File: src/rtl/serial_restador_pkg.sv
// rtl/serial_restador_pkg.sv - shared state encoding and defaults for serial_restador
package serial_restador_pkg;

   localparam int DEFAULT_WIDTH = 4;

   typedef enum logic [1:0] {
      ST_IDLE  = 2'd0,
      ST_SHIFT = 2'd1,
      ST_DONE  = 2'd2
   } state_e;

endpackage

File: src/rtl/full_restador.sv
// rtl/full_restador.sv - combinational 1-bit full subtractor (d = a - b - bi)
module full_restador (
   input  logic a,
   input  logic b,
   input  logic bi,
   output logic d,
   output logic bo
);

   // difference and borrow of a single bit position
   always_comb begin
      d  = a ^ b ^ bi;
      bo = (~a & b) | (~(a ^ b) & bi);
   end

endmodule

File: src/rtl/serial_restador.sv
// rtl/serial_restador.sv - bit-serial subtractor D = A - B - BI, LSB first; optional signed overflow via SERIAL_RESTADOR_OVF_EN
module serial_restador
   import serial_restador_pkg::*;
#(
   parameter int WIDTH = DEFAULT_WIDTH
) (
   input  logic             clk,
   input  logic             rst,
   input  logic             start,
   input  logic [WIDTH-1:0] in_a,
   input  logic [WIDTH-1:0] in_b,
   input  logic             in_bi,
   output logic             busy,
   output logic             done,
   output logic [WIDTH-1:0] out_d,
   output logic             out_bo
`ifdef SERIAL_RESTADOR_OVF_EN
   ,
   output logic             out_ov
`endif
);

   localparam int CW = (WIDTH > 1) ? $clog2(WIDTH) : 1;
   localparam logic [CW-1:0] CNT_LAST = CW'(WIDTH - 1);
   localparam logic [CW-1:0] CNT_ONE  = CW'(1);

   state_e           state_q, state_d;
   logic [CW-1:0]    cnt_q, cnt_d;
   // a_q doubles as the result register: difference bits enter at the MSB
   // as the minuend bits leave at the LSB, so after WIDTH shifts it holds D.
   logic [WIDTH-1:0] a_q, a_d;
   logic [WIDTH-1:0] b_q, b_d;
   logic             br_q, br_d;
   logic [WIDTH-1:0] out_d_q, out_d_d;
   logic             out_bo_q, out_bo_d;
   logic             fs_d, fs_bo;
`ifdef SERIAL_RESTADOR_OVF_EN
   logic             a_msb_q, a_msb_d;
   logic             b_msb_q, b_msb_d;
   logic             ov_q, ov_d;
`endif

   full_restador u_full_restador (
      .a  (a_q[0]),
      .b  (b_q[0]),
      .bi (br_q),
      .d  (fs_d),
      .bo (fs_bo)
   );

   // next-state, datapath and output-register update
   always_comb begin
      state_d  = state_q;
      cnt_d    = cnt_q;
      a_d      = a_q;
      b_d      = b_q;
      br_d     = br_q;
      out_d_d  = out_d_q;
      out_bo_d = out_bo_q;
`ifdef SERIAL_RESTADOR_OVF_EN
      a_msb_d  = a_msb_q;
      b_msb_d  = b_msb_q;
      ov_d     = ov_q;
`endif
      unique case (state_q)
         ST_IDLE: begin
            if (start) begin
               a_d     = in_a;
               b_d     = in_b;
               br_d    = in_bi;
               cnt_d   = '0;
`ifdef SERIAL_RESTADOR_OVF_EN
               a_msb_d = in_a[WIDTH-1];
               b_msb_d = in_b[WIDTH-1];
`endif
               state_d = ST_SHIFT;
            end
         end
         ST_SHIFT: begin
            a_d   = {fs_d, a_q[WIDTH-1:1]};
            b_d   = {1'b0, b_q[WIDTH-1:1]};
            br_d  = fs_bo;
            cnt_d = cnt_q + CNT_ONE;
            // the last bit completes the word: publish it only now so a
            // partial difference never reaches out_d
            if (cnt_q == CNT_LAST) begin
               out_d_d  = {fs_d, a_q[WIDTH-1:1]};
               out_bo_d = fs_bo;
`ifdef SERIAL_RESTADOR_OVF_EN
               ov_d     = (a_msb_q ^ b_msb_q) & (a_msb_q ^ fs_d);
`endif
               state_d  = ST_DONE;
            end
         end
         ST_DONE: begin
            state_d = ST_IDLE;
         end
         default: begin
            state_d = ST_IDLE;
         end
      endcase
   end

   // state and datapath registers, cleared immediately by rst
   always_ff @(posedge clk or posedge rst) begin
      if (rst) begin
         state_q  <= ST_IDLE;
         cnt_q    <= '0;
         a_q      <= '0;
         b_q      <= '0;
         br_q     <= 1'b0;
         out_d_q  <= '0;
         out_bo_q <= 1'b0;
`ifdef SERIAL_RESTADOR_OVF_EN
         a_msb_q  <= 1'b0;
         b_msb_q  <= 1'b0;
         ov_q     <= 1'b0;
`endif
      end else begin
         state_q  <= state_d;
         cnt_q    <= cnt_d;
         a_q      <= a_d;
         b_q      <= b_d;
         br_q     <= br_d;
         out_d_q  <= out_d_d;
         out_bo_q <= out_bo_d;
`ifdef SERIAL_RESTADOR_OVF_EN
         a_msb_q  <= a_msb_d;
         b_msb_q  <= b_msb_d;
         ov_q     <= ov_d;
`endif
      end
   end

   assign busy   = (state_q == ST_SHIFT);
   assign done   = (state_q == ST_DONE);
   assign out_d  = out_d_q;
   assign out_bo = out_bo_q;
`ifdef SERIAL_RESTADOR_OVF_EN
   assign out_ov = ov_q;
`endif

endmodule

File: config.mk
export PLATFORM = sky130hd
export DESIGN_NAME = serial_restador
export DESIGN_NICKNAME = d
export VERILOG_FILES = /design/src/rtl/serial_restador_pkg.sv /design/src/rtl/full_restador.sv /design/src/rtl/serial_restador.sv
export SDC_FILE = /design/constraint.sdc
export NUM_CORES = 1
export LEC_CHECK = 0
export BUFFER_PORTS_ARGS = -buffer_cell sky130_fd_sc_hd__buf_2
export CORE_MARGIN = 3
export CORE_UTILIZATION = 50
export CTS_CLUSTER_SIZE = 40
export DETAILED_ROUTE_END_ITERATION = 16
export PLACE_DENSITY = 0.79
export SYNTH_ARGS = -nofsm -noshare
export SYNTH_HDL_FRONTEND = slang
export SYNTH_SLANG_ARGS = --single-unit
export TNS_END_PERCENT = 20
File: constraint.sdc
create_clock -name clk -period 1.9 [get_ports clk]
set_clock_uncertainty 0.15 [all_clocks]
set_input_delay 0.285 -clock clk [delete_from_list [all_inputs] [get_ports clk]]
set_output_delay 0.285 -clock clk [all_outputs]
set_load 0.005 [all_outputs]
==> results list, run 1 <==
- Final Util: 65.62%
* Fin crit share: 92.51%
- Area after detailed placement: 998.5 um^2
- Post-Route WL: 1.716 mm
- Slowest stage cell, crit path: dfrtp_2
- Reg power frac: 39.7%
* Slew Limit Headroom: 55.96%
* Number of nets in the layout: 100
* Switching share of power: 35.18%
* Number of iterations in the first detailed-routing pass: 4
- Master cell of the clock root buffer: clkbuf_4
- Post-layout min period: 1.758 ns
* Final setup violation count: 0
* Cell area after layout: 1046 um^2
* Antenna diodes: 0
- Number of global-route vias before repair: 610
- STA classifies the critical path endpoint as a primary output.
- Power per standard cell area: 1714 nW/um^2
* Maximum operating frequency: 568.9 MHz
- Via count: 580
- After clock tree synthesis, the clock-pin slew on the worst setup and hold paths is 0.10 ns.
- Highest fanout seen on the critical path: 15
- The tightest min-delay check is of the in2reg type.
* Number of buffers on the longest clock path: 2
- Entering global routing, the biggest net connects 19 pins.
* P_int: 1.162 mW
* Family with the most delay on the worst path: flip-flops
* WP data arrival: 1.32 ns
* Sequential-to-total area share from yosys stat: 50.00%
- Number of buffers added on ports: 18
- First-pass GRT wire length: 2.829 mm
* NetSw: 0.6306 mW
- Number of routed nets with antenna violations: 0
* Post-synthesis cell area: 900.9 um^2
* Die Span Y: 48.45 um
- CP bufs+invs: 2
- Layout overhead on the synthesized area: 16.11%
- Mean routed wirelength per cell: 15.74 um
- Initial antenna violation count: 0
- Global-route congestion overflow total: 0
* Initial standard-cell utilization of the core: 56.51%
- Traced cell by cell, the critical path runs through or2b_4 > inv_4 > buf_2.
- Row count: 14
* Startpoint types: register
- Post-synthesis area per instance: 14.08 um^2
- Endpoints failing hold: 0
- The later pin in the worst-skew pair is clocked with a latency of 0.29 ns.
- Routability-driven placement finished with a final weighted congestion of 0.7667.
- The setup path with the least slack is of type reg2out.
- Summed over all failing endpoints, the final setup total negative slack is 0 ns.
- In this design, the stage delay of the slowest critical-path cell is 0.50 ns.
- CTS tree: built
* Number of warnings reported in the yosys synthesis log: 0
* Post-synthesis net count: 78
* Ratio of routed vias to standard cells: 5.321
- Fraction of final layout cells with drive strength greater than 1: 47.06%
- Setup repair after global routing missed its margin: no
* Clock network fraction of design power: 13.2%
* Part of the power in combinational logic: 47.1%
- The first routing iteration left 5 violations.
- Core Region: 1594 um^2
* Max Transition Viols Final: 0
- Floorplan die width: 48.45 um
* Number of distinct library cells after synthesis: 25
* I/O pins: 19
- Across the run, the number of max-cap violations was 0.
* Worst EP required: 1.46 ns
- DPL Wire Length: 1.218 mm
- The run finished with clean final reports.
- Sum of internal, switching and leakage power: 1.793 mW
- The number of clock buffers added by TritonCTS is 3.
* Leakage power figure: 0.4987 nW
- Global routing consumed, over all layers together, 15.66% of the routing resources.
- H-tree depth reported by CTS: 1
* Instance count of the mapped netlist: 64
* Synthesis-stage register bit count: 18
- Clock tree synthesis found a total of 18 sinks.
* Die Footprint: 2347 um^2
- Slew at the pin closest to its max-slew limit: 0.6598 ns
- After detailed routing, the number of remaining DRC violations is 0.
- Across the VDD grid, the largest voltage drop is 1.160 mV.
## Yosys cell counts
master    count  area, um^2
inv_1         6       22.52
or2b_4        1       11.26
ha_1          1       12.51
or3b_1        1       8.760
o21ba_2       1       10.01
o221a_2       3       33.78
buf_6         2       22.52
o21bai_2      1       11.26
nor4b_1       3       26.28
a21oi_1       1       5.000
fa_1          1       20.02
mux2i_1       2       20.02
inv_4         1       6.260
nand2_1       2       7.510
mux2_4        4       60.06
a221oi_2      3       45.04
a22o_1        1       8.760
buf_4         1       7.510
nor2b_1       1       6.260
o311ai_1      1       8.760
o221a_1       2       22.52
dfrtp_1      18       450.4
nand3b_4      1       20.02
or4b_1        5       50.05
inv_2         1       3.750
## layout by cell type, fill, tap and decap left out, types with 2 or more instances in the layout
master,instances
mux2_4,4
dfrtp_1,17
clkbuf_4,3
a221oi_2,3
mux2i_1,2
nor4b_1,3
o221a_2,3
or4b_1,5
buf_2,18
nand2_1,2
inv_1,6
o221a_1,2
## layer usage
metal	track usage, %	vias up	share of wire [%]
li1	-	285	-
met1	19.68	282	44
met2	26.38	13	52
met3	4.601	0	4.1
met4	4.265	0	0
met5	0	-	0
## metrics by stage
step | setup WS (ns) | instances | hold slack (ns)
after global routing | 0.06195 | 109 | 0.1104
after CTS | 0.08531 | 109 | 0.1075
after global placement | 0.4216 | 104 | 0.2556
final | 0.1423 | 109 | 0.1084
after detailed placement | 0.3874 | 104 | 0.2644
after floorplan | 0.5136 | 64 | 0.07357
## timing repair
action                     CTS  global route
resized for setup            0             1
hold buffers                 1             0
buffers inserted             0             0
setup endpoints to repair    0             1
hold endpoints to repair    18             0
## worst min-delay path, cell delays in order
cell and delay [ns]:
buf_2 0.09, nand2_1 0.05, o311ai_1 0.08
## registers in the layout, summed over array words and instances, names as in the netlist
name and count:
a_q 4, b_q 4, out_d 4, cnt_q 2, state_q 2, br_q 1
out_bo 1
## power by group through the flow
stage          clock network (mW)  logic, mW  registers, mW
2_1_floorplan                   0      0.682          0.681
6_report                    0.236      0.844          0.712
3_3_place_gp                    0      0.819          0.705
3_5_place_dp                    0      0.850          0.717
4_1_cts                     0.242      0.858          0.713
5_1_grt                     0.268      0.920          0.737
## final timing paths
path                             from    endpoint  slack, ns  cells past startpoint
setup / recovery           state_q[1]        busy       0.14                      3
min in group asynchronous         rst      out_bo       0.47                      3
setup reg to reg           state_q[0]      b_q[2]       0.35                      3
max in group asynchronous         rst  state_q[1]       0.67                      3
hold / removal                in_b[3]      b_q[3]       0.11                      3
hold reg to reg              cnt_q[0]    cnt_q[0]       0.34                      1
## cell type report
cell class / instances / area, um^2
Tap cell: 24 / 30.03
Clock buffer: 4 / 36.28
Inverter: 8 / 32.53
Multi-Input combinational cell: 35 / 387.9
Timing Repair Buffer: 20 / 107.6
Fill cell: 122 / 548.0
Sequential cell: 18 / 451.7
## kinds of logic (layout without fill, tap and decap cells)
family | count (synthesis) | in the layout | share of synthesized area (%)
flip-flops | 18 | 18 | 50.00
AND/OR/NAND/NOR | 14 | 14 | 14.45
AO/OA/AOI/OAI | 13 | 13 | 16.11
multiplexers | 6 | 6 | 8.889
buffers and inverters | 11 | 32 | 6.944
adder cells (fa/ha/maj) | 2 | 2 | 3.611
Note: power is estimated with default switching activity, not from simulation.
==> run 2: changes to the inputs <==
CORE_UTILIZATION = 51   (was 50)
CTS_CLUSTER_DIAMETER = 200   (was unset)
PLACE_DENSITY = 0.8   (was 0.79)
SYNTH_HIERARCHICAL = 1   (was unset)
==> results list, run 2 <==
- List of most frequent post-synthesis cells: dfrtp_1 (18), inv_1 (11), a221oi_1 (5), mux2_2 (5), nor4b_1 (5)
- For this run, the leading register cell type out of synthesis is dfrtp_1.
- The power density relative to cell area came to 1584 nW/um^2 (-7.6%).
- The remaining global-route overflow is 0 (unchanged).
- CTS tree: built
* Post-layout min period: 1.822 ns (+0.06407 ns)
- The critical-path maximum fanout is 13 (-2).
- I/O pins: 19 (unchanged)
- The leakage power summed over all cells was 0.4952 nW (-0.69%).
- The initial cell density of the core is 56.19% (-0.32 points).
- The total negative slack was 0 ns (unchanged).
- The library cell used most frequently in the layout, excluding fill and tap cells, is buf_2.
* Antenna diodes: 0 (unchanged)
- The wire length reported by the detailed router was 1.691 mm (-1.5%).
* Die Footprint: 2273 um^2 (-3.2%)
- The count of final setup violators was 0 (unchanged).
* Initial antenna violation count: 0 (unchanged)
* Result of the run: finished clean
- The cell-internal power is 1.033 mW (-11%).
- The required time of the critical path was 1.46 ns (about the same).
- The total number of nets in the final design was 111 (+11%).
- Fin crit share: 95.88% (+3.4 points)
- Setup fix buffers added after clock tree synthesis: 0 (unchanged)
- Number of sinks driven by the clock tree: 18 (unchanged)
* Number of iterations in the first detailed-routing pass: 4 (unchanged)
- The part of the total power dissipated in the clock network came to 11.7% (-1.5 points).
- Of all cell types, the one taking the most synthesized area is dfrtp_1.
* Global-route usage over all layers: 17.46% (+1.8 points)
* Number of buffers on the longest clock path: 2 (unchanged)
- The global-route wire length before repair is 2.691 mm (-4.9%).
* Setup repair after global routing missed its margin: no
- The via count of the first global-routing pass was 619 (+1.5%).
* Number of max-cap violations: 0 (unchanged)
- The register share of total power came to 43.8% (+4.1 points).
* Final weighted congestion in routability-driven placement: 0.7860 (+2.5%)
- The worst hold path belongs to the class in2reg.
- Post-synthesis area per instance: 11.81 um^2 (-16%)
* 1st-iter DRT viols: 11 (+6)
- The share of synthesized registers carrying an async set or reset is 100.0% (unchanged).
- The largest stage delay on the critical path is 0.50 ns (about the same).
* Clock latency on the worst-skew pair: 0.29 ns (about the same)
* Fraction of final layout cells with drive strength greater than 1: 37.89% (-9.2 points)
- The detail-routed via count per cell came to 5.811 (+9.2%).
- The final worst slack is 0.07822 ns (-0.06407 ns).
- Cell area after layout: 1015 um^2 (-3.0%)
* Number of buffers added on ports: 18 (unchanged)
* Number of distinct library cells after synthesis: 24 (-4.0%)
- Die Span Y: 47.68 um (-1.6%)
- The number of storage elements in the synthesis netlist is 18 (unchanged).
- Core Region: 1577 um^2 (-1.1%)
- Critical path, cell by cell: or2b_2 > inv_1 > buf_2
- The switching power share of the total came to 35.72% (+0.54 points).
- Post-route DRC violation count: 0 (unchanged)
- Startpoint types: register
* Max Transition Viols Final: 0 (unchanged)
- The slew of the pin with the lowest slew margin is 0.6523 ns (-0.007467 ns).
- Post-synthesis cell area: 885.9 um^2 (-1.7%)
* Total clock buffers created by CTS: 3 (unchanged)
- By area the synthesized netlist is led by dfrtp_1 (51%), mux2_2 (6.4%), a221oi_1 (4.9%), nor4b_1 (4.9%), inv_1 (4.7%).
* NetSw: 0.5742 mW (-8.9%)
- The worst setup path is of the reg2out kind.
- The share of power burned in combinational logic came to 44.5% (-2.6 points).
- WP data arrival: 1.39 ns (+0.07 ns)
- The detail-routed net length per standard cell came to 15.23 um (-3.2%).
- Worst Setup End Kind: primary output
* DPL Wire Length: 1.265 mm (+3.8%)
* Layout overhead on the synthesized area: 14.55%
- Most frequent cells in the layout: buf_2 (18), dfrtp_1 (17), inv_1 (11)
- The remaining number of nets flagged by the antenna check after routing came to 0 (unchanged).
- The count of vias placed by the detailed router came to 645 (+11%).
- The number of hold-slack violations in the final timing report was 0 (unchanged).
* Instance count of the mapped netlist: 75 (+17%)
- The share of the yosys chip area belonging to registers was 50.85% (+0.85 points).
* Area after detailed placement: 980.9 um^2 (-1.8%)
- H-tree depth reported by CTS: 1 (unchanged)
- Worst slack after detailed placement: 0.3588 ns (-0.02857 ns)
- Maximum operating frequency: 548.9 MHz (-3.5%)
* Most used standard cell by instance count after synthesis: dfrtp_1
* Row count: 14 (unchanged)
- Among all stages on the critical path, the largest delay is contributed by dfrtp_2.
- The share of the synthesized area in the top cell type came to 50.85% (+0.85 points).
- Post-synthesis net count: 89 (+14%)
- Floorplan die width: 47.68 um (-1.6%)
- Count of flip-flops with a built-in enable after synthesis: 0 (unchanged)
- The worst slew margin relative to its limit was 56.46% (+0.50 points).
* Worst-path clk slew: 0.09 ns (about the same)
* Maximum number of pins on one net before global-route repair: 19 (unchanged)
- Number of warnings reported in the yosys synthesis log: 6 (+6)
- Worst-case vdd ir drop: 0.7645 mV (-34%)
- The root buffer cell chosen for the clock tree is clkbuf_4.
-- run 2: cell families (layout without fill, tap and decap cells) --
group / after synthesis / in the layout / share of synthesized area, %
mux: 6 / 6 / 7.485
simple gates: 20 / 20 / 15.82
fa+ha+maj: 2 / 2 / 3.672
compound gates: 13 / 13 / 13.28
buf+inv: 16 / 36 / 8.898
flops: 18 / 18 / 50.85
-- run 2: power by group through the flow --
stage,sequential (mW),combinational [mW],clock [mW]
2_1_floorplan,0.669,0.555,0
3_3_place_gp,0.706,0.694,0
3_5_place_dp,0.715,0.723,0
4_1_cts,0.707,0.726,0.194
5_1_grt,0.732,0.790,0.212
6_report,0.704,0.716,0.188
-- run 2: worst paths after layout --
kind / startpoint / to / slack (ns) / depth (start not counted)
max: state_q[1] / busy / 0.08 / 3
min: in_b[3] / b_q[3] / 0.14 / 3
max reg2reg: state_q[0] / b_q[2] / 0.37 / 3
min reg2reg: cnt_q[0] / cnt_q[0] / 0.35 / 1
max in group asynchronous: rst / state_q[1] / 0.68 / 3
min in group asynchronous: rst / b_q[0] / 0.47 / 3
-- run 2: per-stage QoR --
stage          std cells  power, mW  utilization, %  hold WS, ns
2_1_floorplan         75      1.225               -      0.07357
3_3_place_gp         107      1.400           62.22       0.2492
3_5_place_dp         107      1.437           62.22       0.2631
4_1_cts              111      1.627           64.29       0.1392
5_1_grt              111      1.734           64.37       0.1675
6_report             111      1.607           64.37       0.1406
-- run 2: repair_timing --
action	4_1_cts	5_1_grt
hold buffers	1	0
gates resized for setup	0	1
endpoints found under the setup margin	0	1
endpoints found under the hold margin	18	0
-- run 2: cell type report --
type	count	area, um^2
repair buffers	22	122.6
flip-flops and latches	18	451.7
fillers	125	561.8
clock buffers	3	22.52
multi-input cells	41	356.6
inverters	11	41.29
well taps	16	20.02
-- run 2: metal layers --
layer	global-route usage [%]	part of all wire [%]	vias up	wire length [um]
met4	9.677	1.5	0	25
met3	3.383	5.7	4	97
met2	28.07	49	22	821
li1	-	-	308	-
met1	21.99	44	311	746
met5	0	0	-	0
-- run 2: worst max-delay path, delay by kind of cell, from the launching register on --
kind	cells	cell delay (ns)
flip-flops	1	0.50
AND/OR/NAND/NOR	1	0.37
buffers and inverters	2	0.23
==> run 3: changes to the inputs <==
GPL_TIMING_DRIVEN = 0   (was unset)
==> results list, run 3 (synthesis results as in run 2) <==
- The power density relative to cell area is 1594 nW/um^2 (+0.60%).
- The wire length on met1 came to 792 um (+6.2%).
* Highest routed metal layer: met4
* Number of routed nets with antenna violations: 0 (unchanged)
* Via count: 664 (+2.9%)
* Layout overhead on the synthesized area: 17.66%
- Maximum operating frequency: 550.2 MHz (+0.24%)
- The DRC marker count from the first detailed-route iteration was 15 (+4).
- The count of final setup violators is 0 (unchanged).
- Number of buffers added on ports: 18 (unchanged)
- Maximum number of pins on one net before global-route repair: 19 (unchanged)
* Resized Gates After CTS: 0 (unchanged)
- The initial antenna violation count was 0 (unchanged).
- The switching power share of the total is 34.81% (-0.92 points).
- WL met2: 741 um (-9.7%)
- Startpoint types: register
- Worst R2R Start: cnt_q[0]
- The final period utilization came to 95.65% (-0.23 points).
* WP data arrival: 1.38 ns (about the same)
- Worst Setup End Kind: primary output
* Setup tns final: 0 ns (unchanged)
* Worst-path clk slew: 0.11 ns (+0.02 ns)
- Result of the run: finished clean
* Core Region: 1577 um^2 (unchanged)
* Crit. Startpoint: state_q[1]
* Global-route congestion overflow total: 0 (unchanged)
- The detailed-routed wire length on met3 is 81 um (-16%).
- The top cell types in the final layout, fill and taps aside, are buf_2 (21), dfrtp_1 (18), inv_1 (11).
- Number of global-route vias before repair: 598 (-3.4%)
* Slew at the pin closest to its max-slew limit: 0.6644 ns (+0.01203 ns)
* Start-to-end type of the worst setup path: reg2out
* Highest fanout seen on the critical path: 10 (-3)
- The root buffer cell chosen for the clock tree is clkbuf_4.
- The die outline area was 2273 um^2 (unchanged).
* Initial standard-cell utilization of the core: 56.19% (unchanged)
- Clock network fraction of design power: 14.3% (+2.6 points)
* Number of buffers on the longest clock path: 2 (unchanged)
- The height of the chip was 47.68 um (unchanged).
- Fraction of final layout cells with drive strength greater than 1: 38.78% (+0.88 points)
* Floorplan die width: 47.68 um (unchanged)
* Worst EP required: 1.46 ns (about the same)
- The share of power burned in combinational logic is 44.9% (+0.4 points).
- P_int: 1.083 mW (+4.8%)
- I/O pins: 19 (unchanged)
* Termination of the worst setup path: busy
* Post-route DRC violation count: 0 (unchanged)
* Setup fix buffers added after clock tree synthesis: 0 (unchanged)
- Clock latency on the worst-skew pair: 0.29 ns (about the same)
- The total global routing track utilization is 17.14% (-0.31 points).
- Hold path startpoint: in_b[3]
- Leakage power figure: 0.5144 nW (+3.9%)
- The first-pass iteration count of the detailed router came to 4 (unchanged).
* Reg-to-reg slack, setup: 0.39 ns (+0.02 ns)
* Number of nets in the layout: 113 (+1.8%)
* Reg power frac: 40.8% (-3.0 points)
- Mean routed wirelength per cell: 14.41 um (-5.4%)
- The number of H-tree levels came to 1 (unchanged).
- The number of placement rows is 14 (unchanged).
* Path type of the worst min-delay path: in2reg
- The number of cells on the worst reg-to-reg path came to 3 (unchanged).
- TritonCTS built the clock tree.
* Ratio of routed vias to standard cells: 5.825 (+0.24%)
- The total of max-cap violations was 0 (unchanged).
* Endpoints failing hold: 0 (unchanged)
* Setup repair after global routing missed its margin: no
* DPL Wire Length: 1.229 mm (-2.8%)
* Final Util: 66.11% (+1.7 points)
- NetSw: 0.5781 mW (+0.68%)
* Final weighted congestion in routability-driven placement: 0.7476 (-4.9%)
- The CTS buffer count was 3 (unchanged).
* Number of sinks driven by the clock tree: 18 (unchanged)
- The peak supply drop came to 0.7439 mV (-2.7%).
- The minimum clock period after layout was 1.817 ns (-0.004376 ns).
- First-pass GRT wire length: 2.697 mm (+0.22%)
- The library cell used most frequently in the layout, excluding fill and tap cells, is buf_2.
* Max Transition Viols Final: 0 (unchanged)
- In this run the critical register-to-register path is captured at out_d[1].
* Slew Limit Headroom: 55.66% (-0.80 points)
- The number of antenna cells inserted is 0 (unchanged).
- Post-Route WL: 1.643 mm (-2.8%)
run 3: changes by cell type in the layout (fill, tap and decap cells not counted), sizes merged:
cell,previous run,this run
buf,21,23
clkbuf,3,4
run 3: repair_timing:
item | 4_1_cts | 5_1_grt
endpoints found under the hold margin | 18 | 0
hold buffers | 1 | 0
setup endpoints to repair | 0 | 0
run 3: final cells by class:
| class | count | area (um^2) |
|---|---|---|
| timing repair buffer | 19 | 100.1 |
| multi-input combinational | 41 | 356.6 |
| clock buffer | 4 | 36.28 |
| tap | 16 | 20.02 |
| sequential | 18 | 450.4 |
| inverter | 11 | 41.29 |
| buffer | 5 | 37.54 |
| fill | 130 | 534.3 |
run 3: worst max-delay path, cell delays in order (launching register included):
cell and delay (ns):
dfrtp_1 0.40, buf_6 0.14, or2b_2 0.34, inv_1 0.10
buf_2 0.12
run 3: layer usage:
layer  GRT usage (%)  vias up
met5               0        -
met4           8.065        0
met3           4.135        5
met2           25.40       21
met1           23.54      319
li1                -      319
run 3: power groups by stage:
| stage | combinational (mW) | clock [mW] | sequential [mW] |
|---|---|---|---|
| 6_report | 0.745 | 0.238 | 0.678 |
| 5_1_grt | 0.841 | 0.258 | 0.701 |
| 4_1_cts | 0.755 | 0.246 | 0.680 |
| 3_5_place_dp | 0.751 | 0 | 0.689 |
| 3_3_place_gp | 0.726 | 0 | 0.681 |
| 2_1_floorplan | 0.555 | 0 | 0.669 |
run 3: worst min path at each step:
stage	slack, ns	end	cells after the start
after floorplan	0.07	a_q[0]	1
after global placement	0.26	out_d[2]	2
after detailed placement	0.26	out_d[3]	2
after CTS	0.12	b_q[3]	3
after global routing	0.14	b_q[3]	3
final	0.12	b_q[3]	3
run 3: through the flow:
stage / cell area, um^2 / instances / setup WS, ns / total power [mW] / hold slack [ns]
6_report: 1042 / 114 / 0.08260 / 1.661 / 0.1158
5_1_grt: 1042 / 114 / 0.006387 / 1.800 / 0.1381
4_1_cts: 1042 / 114 / 0.06551 / 1.681 / 0.1200
3_5_place_dp: 996.0 / 109 / 0.3996 / 1.440 / 0.2607
3_3_place_gp: 996.0 / 109 / 0.4092 / 1.407 / 0.2577
2_1_floorplan: 885.9 / 75 / 0.4877 / 1.225 / 0.07357
